==> src/rtl/aes_key_schedule_seq.sv <==
`default_nettype none
// ============================================================================
//  Module   : aes_key_schedule_seq
//  Purpose  : Sequential AES key expansion. One 32-bit schedule word is
//             produced per clock through a single shared SubWord unit; all
//             round keys are kept in an internal word buffer and served one
//             128-bit round key per request over a registered read port.
//  Ports    : clk, rst (async, active-high)
//             key_load / seed_key   : start (or restart) expansion
//             busy / key_ready      : expansion status
//             rk_req / rk_index     : round-key read request
//             rk_valid / rk_err / rk_data : registered read response
//  Options  : AES_KS_EARLY_READ_EN - allow reads of round keys whose words
//             are already committed while expansion is still running.
//  Revision : 1.0 - initial release
// ============================================================================
module aes_key_schedule_seq #(
    parameter int KEY_WORDS = 4,
    parameter int ROUNDS    = 10
) (
    input  logic                    clk,
    input  logic                    rst,
    input  logic                    key_load,
    input  logic [KEY_WORDS*32-1:0] seed_key,
    output logic                    busy,
    output logic                    key_ready,
    input  logic                    rk_req,
    input  logic [3:0]              rk_index,
    output logic                    rk_valid,
    output logic                    rk_err,
    output logic [127:0]            rk_data
);

    localparam int c_NW = 4 * (ROUNDS + 1);
    localparam int c_AW = $clog2(c_NW);
    localparam int c_CW = $clog2(c_NW + 1);
    localparam int c_PW = (KEY_WORDS > 1) ? $clog2(KEY_WORDS) : 1;

    // Forward S-box, entry 0 in the MSBs.
    localparam logic [2047:0] c_sbox = {
        128'h637c777bf26b6fc53001672bfed7ab76, 128'hca82c97dfa5947f0add4a2af9ca472c0,
        128'hb7fd9326363ff7cc34a5e5f171d83115, 128'h04c723c31896059a071280e2eb27b275,
        128'h09832c1a1b6e5aa0523bd6b329e32f84, 128'h53d100ed20fcb15b6acbbe394a4c58cf,
        128'hd0efaafb434d338545f9027f503c9fa8, 128'h51a3408f929d38f5bcb6da2110fff3d2,
        128'hcd0c13ec5f974417c4a77e3d645d1973, 128'h60814fdc222a908846eeb814de5e0bdb,
        128'he0323a0a4906245cc2d3ac629195e479, 128'he7c8376d8dd54ea96c56f4ea657aae08,
        128'hba78252e1ca6b4c6e8dd741f4bbd8b8a, 128'h703eb5664803f60e613557b986c11d9e,
        128'he1f8981169d98e949b1e87e9ce5528df, 128'h8ca1890dbfe6426841992d0fb054bb16
    };

    function automatic logic [7:0] sbox(input logic [7:0] b);
        return c_sbox[(255 - int'(b)) * 8 +: 8];
    endfunction

    typedef enum logic [1:0] {
        S_IDLE   = 2'd0,
        S_EXPAND = 2'd1,
        S_READY  = 2'd2
    } state_t;

    state_t           r_state;
    state_t           w_state_nxt;
    logic [31:0]      r_w [c_NW];
    logic [c_CW-1:0]  r_cnt;      // index i of the next word to generate
    logic [c_PW-1:0]  r_phase;    // i % KEY_WORDS, tracked incrementally
    logic [7:0]       r_rcon;

    logic [c_AW-1:0]  w_cur_idx;
    logic [c_AW-1:0]  w_prev_idx;
    logic [c_AW-1:0]  w_back_idx;
    logic [31:0]      w_prev;
    logic [31:0]      w_sub_in;
    logic [31:0]      w_sub_out;
    logic [31:0]      w_t;
    logic [31:0]      w_new;
    logic             w_last;
    logic             w_rd_ok;
    logic [127:0]     w_rd_data;

    assign w_cur_idx  = c_AW'(r_cnt);
    assign w_prev_idx = c_AW'(r_cnt - c_CW'(1));
    assign w_back_idx = c_AW'(r_cnt - c_CW'(KEY_WORDS));
    assign w_prev     = r_w[w_prev_idx];
    assign w_last     = (int'(r_cnt) == c_NW - 1);

    // Single SubWord unit: its input is RotWord'ed only on the rcon phase.
    assign w_sub_in  = (r_phase == '0) ? {w_prev[23:0], w_prev[31:24]} : w_prev;
    assign w_sub_out = {sbox(w_sub_in[31:24]), sbox(w_sub_in[23:16]),
                        sbox(w_sub_in[15:8]),  sbox(w_sub_in[7:0])};

    always_comb begin
        w_t = w_prev;
        if (r_phase == '0) begin
            w_t = w_sub_out ^ {r_rcon, 24'h0};
        end else if ((KEY_WORDS > 6) && (int'(r_phase) == 4)) begin
            w_t = w_sub_out;
        end
    end

    assign w_new = r_w[w_back_idx] ^ w_t;

    // ------------------------------------------------------------------
    // FSM
    // ------------------------------------------------------------------
    always_comb begin
        w_state_nxt = r_state;
        if (key_load) begin
            w_state_nxt = S_EXPAND;
        end else if ((r_state == S_EXPAND) && w_last) begin
            w_state_nxt = S_READY;
        end
    end

    always_ff @(posedge clk or posedge rst) begin
        if (rst) begin
            r_state <= S_IDLE;
            r_cnt   <= '0;
            r_phase <= '0;
            r_rcon  <= 8'h01;
        end else begin
            r_state <= w_state_nxt;
            if (key_load) begin
                r_cnt   <= c_CW'(KEY_WORDS);
                r_phase <= '0;
                r_rcon  <= 8'h01;
            end else if (r_state == S_EXPAND) begin
                r_cnt   <= r_cnt + c_CW'(1);
                r_phase <= (int'(r_phase) == KEY_WORDS - 1) ? '0 : r_phase + c_PW'(1);
                if (r_phase == '0) begin
                    r_rcon <= {r_rcon[6:0], 1'b0} ^ (r_rcon[7] ? 8'h1b : 8'h00);
                end
            end
        end
    end

    assign busy      = (r_state == S_EXPAND);
    assign key_ready = (r_state == S_READY);

    // Word buffer: contents are don't-care after reset, so no reset here.
    always_ff @(posedge clk) begin
        if (key_load) begin
            for (int k = 0; k < KEY_WORDS; k++) begin
                r_w[k] <= seed_key[(KEY_WORDS - 1 - k) * 32 +: 32];
            end
        end else if (r_state == S_EXPAND) begin
            r_w[w_cur_idx] <= w_new;
        end
    end

    // ------------------------------------------------------------------
    // Read port. A load on the same edge always wins over the read.
    // ------------------------------------------------------------------
    always_comb begin
        w_rd_data = '0;
        for (int j = 0; j < 4; j++) begin
            w_rd_data[127 - 32 * j -: 32] = r_w[c_AW'(int'(rk_index) * 4 + j)];
        end
`ifdef AES_KS_EARLY_READ_EN
        // The last word of the key may be the one being written this edge.
        if ((r_state == S_EXPAND) && (int'(r_cnt) == int'(rk_index) * 4 + 3)) begin
            w_rd_data[31:0] = w_new;
        end
        w_rd_ok = !key_load && (int'(rk_index) <= ROUNDS) &&
                  ((r_state == S_READY) ||
                   ((r_state == S_EXPAND) && (int'(r_cnt) >= int'(rk_index) * 4 + 3)));
`else
        w_rd_ok = !key_load && (r_state == S_READY) && (int'(rk_index) <= ROUNDS);
`endif
    end

    always_ff @(posedge clk or posedge rst) begin
        if (rst) begin
            rk_valid <= 1'b0;
            rk_err   <= 1'b0;
            rk_data  <= '0;
        end else begin
            rk_valid <= rk_req;
            rk_err   <= rk_req && !w_rd_ok;
            if (rk_req) begin
                rk_data <= w_rd_ok ? w_rd_data : '0;
            end
        end
    end

endmodule
`default_nettype wire
==> config.mk <==
export PLATFORM = sky130hd
export DESIGN_NAME = aes_key_schedule_seq
export DESIGN_NICKNAME = d
export VERILOG_FILES = /design/src/rtl/aes_key_schedule_seq.sv
export SDC_FILE = /design/constraint.sdc
export NUM_CORES = 2
export LEC_CHECK = 0
export ABC_CLOCK_PERIOD_IN_PS = 12300
export BUFFER_PORTS_ARGS = -buffer_cell sky130_fd_sc_hd__buf_2
export CELL_PAD_IN_SITES_DETAIL_PLACEMENT = 0
export CELL_PAD_IN_SITES_GLOBAL_PLACEMENT = 1
export CORE_MARGIN = 2
export CORE_UTILIZATION = 30
export CTS_CLUSTER_SIZE = 10
export DETAILED_ROUTE_END_ITERATION = 8
export GPL_ROUTABILITY_DRIVEN = 0
export PLACE_DENSITY_LB_ADDON = 0.1
export SLEW_MARGIN = 5
export SYNTH_ARGS = -nofsm -noshare
export SYNTH_HDL_FRONTEND = slang
export SYNTH_SLANG_ARGS = --single-unit
==> constraint.sdc <==
create_clock -name clk -period 12.3 [get_ports clk]
set_input_delay 1.23 -clock clk [delete_from_list [all_inputs] [get_ports clk]]
set_output_delay 1.23 -clock clk [all_outputs]
set_load 0.03 [all_outputs]
==> results.json <==
{
  "status": "finished, final reports clean",
  "vias": 88600,
  "multi_input_area_um2": 49700,
  "final_layout_size_suffix_gt1_frac": 0.235,
  "synth-seq-cells": 1556,
  "cp_max_fo": 70,
  "initial_core_util": 0.301,
  "synth_flop_cell": "edfxtp_1",
  "cp-end-kind": "flip-flop",
  "cp-start-kind": "flip-flop",
  "final_common_cell": "edfxtp_1",
  "p_total_mw": 24.8,
  "cts_setup_buffers": 0,
  "fmax_mhz": 99.1,
  "routed_wl_um": 575000,
  "cts_resized": 0,
  "synth_cell_types": 134,
  "syn_nets": 8627,
  "grt_pass1_wl_um": 768000,
  "leakagePower_nw": 37.5,
  "dp_slack_ns": 2.63,
  "synth_top_area_share": 0.425,
  "die_area_um2": 336000,
  "die_h_um": 580,
  "ys_async_sr_fraction": 0.0951,
  "slew-limit-headroom": 0.0608,
  "synth-edff-count": 1408,
  "register_area_um2": 46000,
  "final_cell_mix": "edfxtp_1, mux4_2, nor2_1, nand2_1, a21oi_1",
  "cts_buffers": 196,
  "dr.pass1.iters": 7,
  "syn_area_per_cell_um2": 11.8,
  "io_pins": 268,
  "yosys-top-cells-area": "edfxtp_1, mux4_2, mux2i_1",
  "antenna_found_initial": 35,
  "port_buffers": 267,
  "synth_cells": 8432,
  "viasPerCell": 6.83,
  "p_per_area_nw_per_um2": 221,
  "grt_max_degree": 134,
  "r2r_slack_ns": 2.21,
  "cap_violations": 0,
  "cts_tree": "done",
  "cp_data_arrival_time_ns": 10.71,
  "tightest_slew_ns": 1.37,
  "drc": 0,
  "fill_cells": 32700,
  "hold_violations": 0,
  "skew_ns": 0.0627,
  "finalCritPeriodShare": 0.820,
  "reg2reg_depth": 21,
  "holdWs_ns": 0.472,
  "dp_hpwl_um": 384000,
  "syn-cell-area_um2": 99500,
  "peakVddDrop_mv": 0.144,
  "post-route-cell-area_um2": 112000,
  "totalNegativeSetupSlack_ns": 0,
  "post_drt_wl_per_cell_um": 44.4,
  "setup_violations": 0,
  "period_needed_ns": 10.09,
  "area_growth_pct": 12.8,
  "rows": 211,
  "worstSetupPathType": "flip-flop to flip-flop",
  "rsz0062_at_grt": "false",
  "coreArea_um2": 330000,
  "cts_root_buf": "clkbuf_16",
  "h-tree-depth": 4,
  "yosysWarningCount": 0,
  "synth_top_area_cell": "edfxtp_1",
  "drt_iter0_markers": 15200,
  "ys_seq_area_frac": 0.462,
  "worstSkewPairLatency_ns": 0.91,
  "hp-class": "input pin to asynchronous set/reset pin",
  "setup_slack_ns": 2.21,
  "cts_buffer_depth": 4,
  "ant_nets": 0,
  "dpl-instance-area_um2": 106000,
  "required_ns": 12.92,
  "fin_nets": 8660,
  "die_x_um": 580,
  "grt_usage": 0.329,
  "gr-total-overflow": 0,
  "clk_pin_slew_ns": 0.06,
  "clock-sinks": 1556,
  "cts_hold_buf": 0,
  "grt_pass1_vias": 84000,
  "drv_slew": 0
}
## final timing paths
path / from / to
worst max-delay path: r_cnt[1] / r_w[1][15]
worst min-delay path: rst / rk_data[86]
max in group asynchronous: rst / rk_data[81]
worst min register to register: rk_data[58] / rk_data[58]
min in group clk: rk_data[58] / rk_data[58]
worst max register to register: r_cnt[1] / r_w[1][15]
## synth_stat cells, types with 59 or more instances
cell type,count
o221ai_1,88
mux2_2,214
a21oi_1,514
nand3_1,176
a31oi_1,83
inv_1,188
buf_2,206
clkbuf_1,392
nand2_1,547
o22ai_1,492
nor2_1,617
mux2i_1,451
nor3_1,168
edfxtp_1,1408
a211oi_1,142
dfrtp_1,147
o21ai_0,452
o211ai_1,142
nor4_1,60
buf_1,109
ha_1,59
and3_1,61
mux4_2,657
## routing by layer
layer / vias up / share of wire / global-route usage
li1: 34100 / - / -
met1: 45900 / 0.39 / 0.437
met2: 7112 / 0.43 / 0.489
met3: 1438 / 0.12 / 0.0974
met4: 16 / 0.058 / 0.159
met5: - / 0.00015 / 0
## logic make-up (layout without fill, tap and decap cells)
kind of cell               count (synthesis)  after routing  synth area share
AOI/OAI and AO/OA                       2575           2575             0.173
and+or+nand+nor                         1847           1847            0.0850
DFF                                     1556           1556             0.462
muxes                                   1326           1326             0.219
buffers and inverters                   1016           1174            0.0480
adders and majority gates                 59             59           0.00742
xor gates and xnor gates                  53             53           0.00533
other                                      0             14                 0
## power breakdown
group,total [mW],internal [mW],leakage [nW],switching (mW)
sequential,7.69,7.55,14.8,0.133
combinational,11.6,2.91,19.9,8.71
clock,5.50,3.12,2.83,2.37
total,24.8,13.6,37.5,11.2
## critical path: stages, from the launching register on
cell and delay, ns:
dfrtp_4 0.79, inv_4 0.34, ha_4 1.02, buf_12 0.46, mux4_2 0.31, nand3_1 0.08, a311oi_1 0.60, nand4_1 0.44
and3_1 0.45, or2_1 0.27, buf_4 0.27, ha_1 0.88, clkinv_1 0.60, nand3_1 0.58, o21ai_0 0.33, and3_1 0.27
nor4b_1 0.46, or4_1 0.23, a31o_2 0.43, xnor2_4 0.23, buf_4 0.30, mux2_2 0.30
## final cells by class
cell class / count / share of cell area
Multi-Input combinational cell: 5860 / 0.443
Timing Repair Buffer: 649 / 0.0394
Antenna cell: 14 / 0.000312
Clock buffer: 280 / 0.0488
Inverter: 202 / 0.00695
Clock inverter: 43 / 0.00288
Sequential cell: 1556 / 0.410
Tap cell: 4366 / 0.0487
## per-stage QoR
step / utilization / std cells
after floorplan: - / 8432
after global placement: 0.322 / 12600
after detailed placement: 0.322 / 12600
after CTS: 0.340 / 13000
after global routing: 0.340 / 13000
final: 0.340 / 13000
## registers in the layout, summed over array words and instances, names as in the netlist
| signal | flops |
|---|---|
| r_cnt | 6 |
| r_phase | 2 |
| r_rcon | 8 |
| r_state | 2 |
| r_w | 1408 |
| rk_data | 128 |
| rk_err | 1 |
| rk_valid | 1 |
Note: power is estimated with default switching activity, not from simulation.
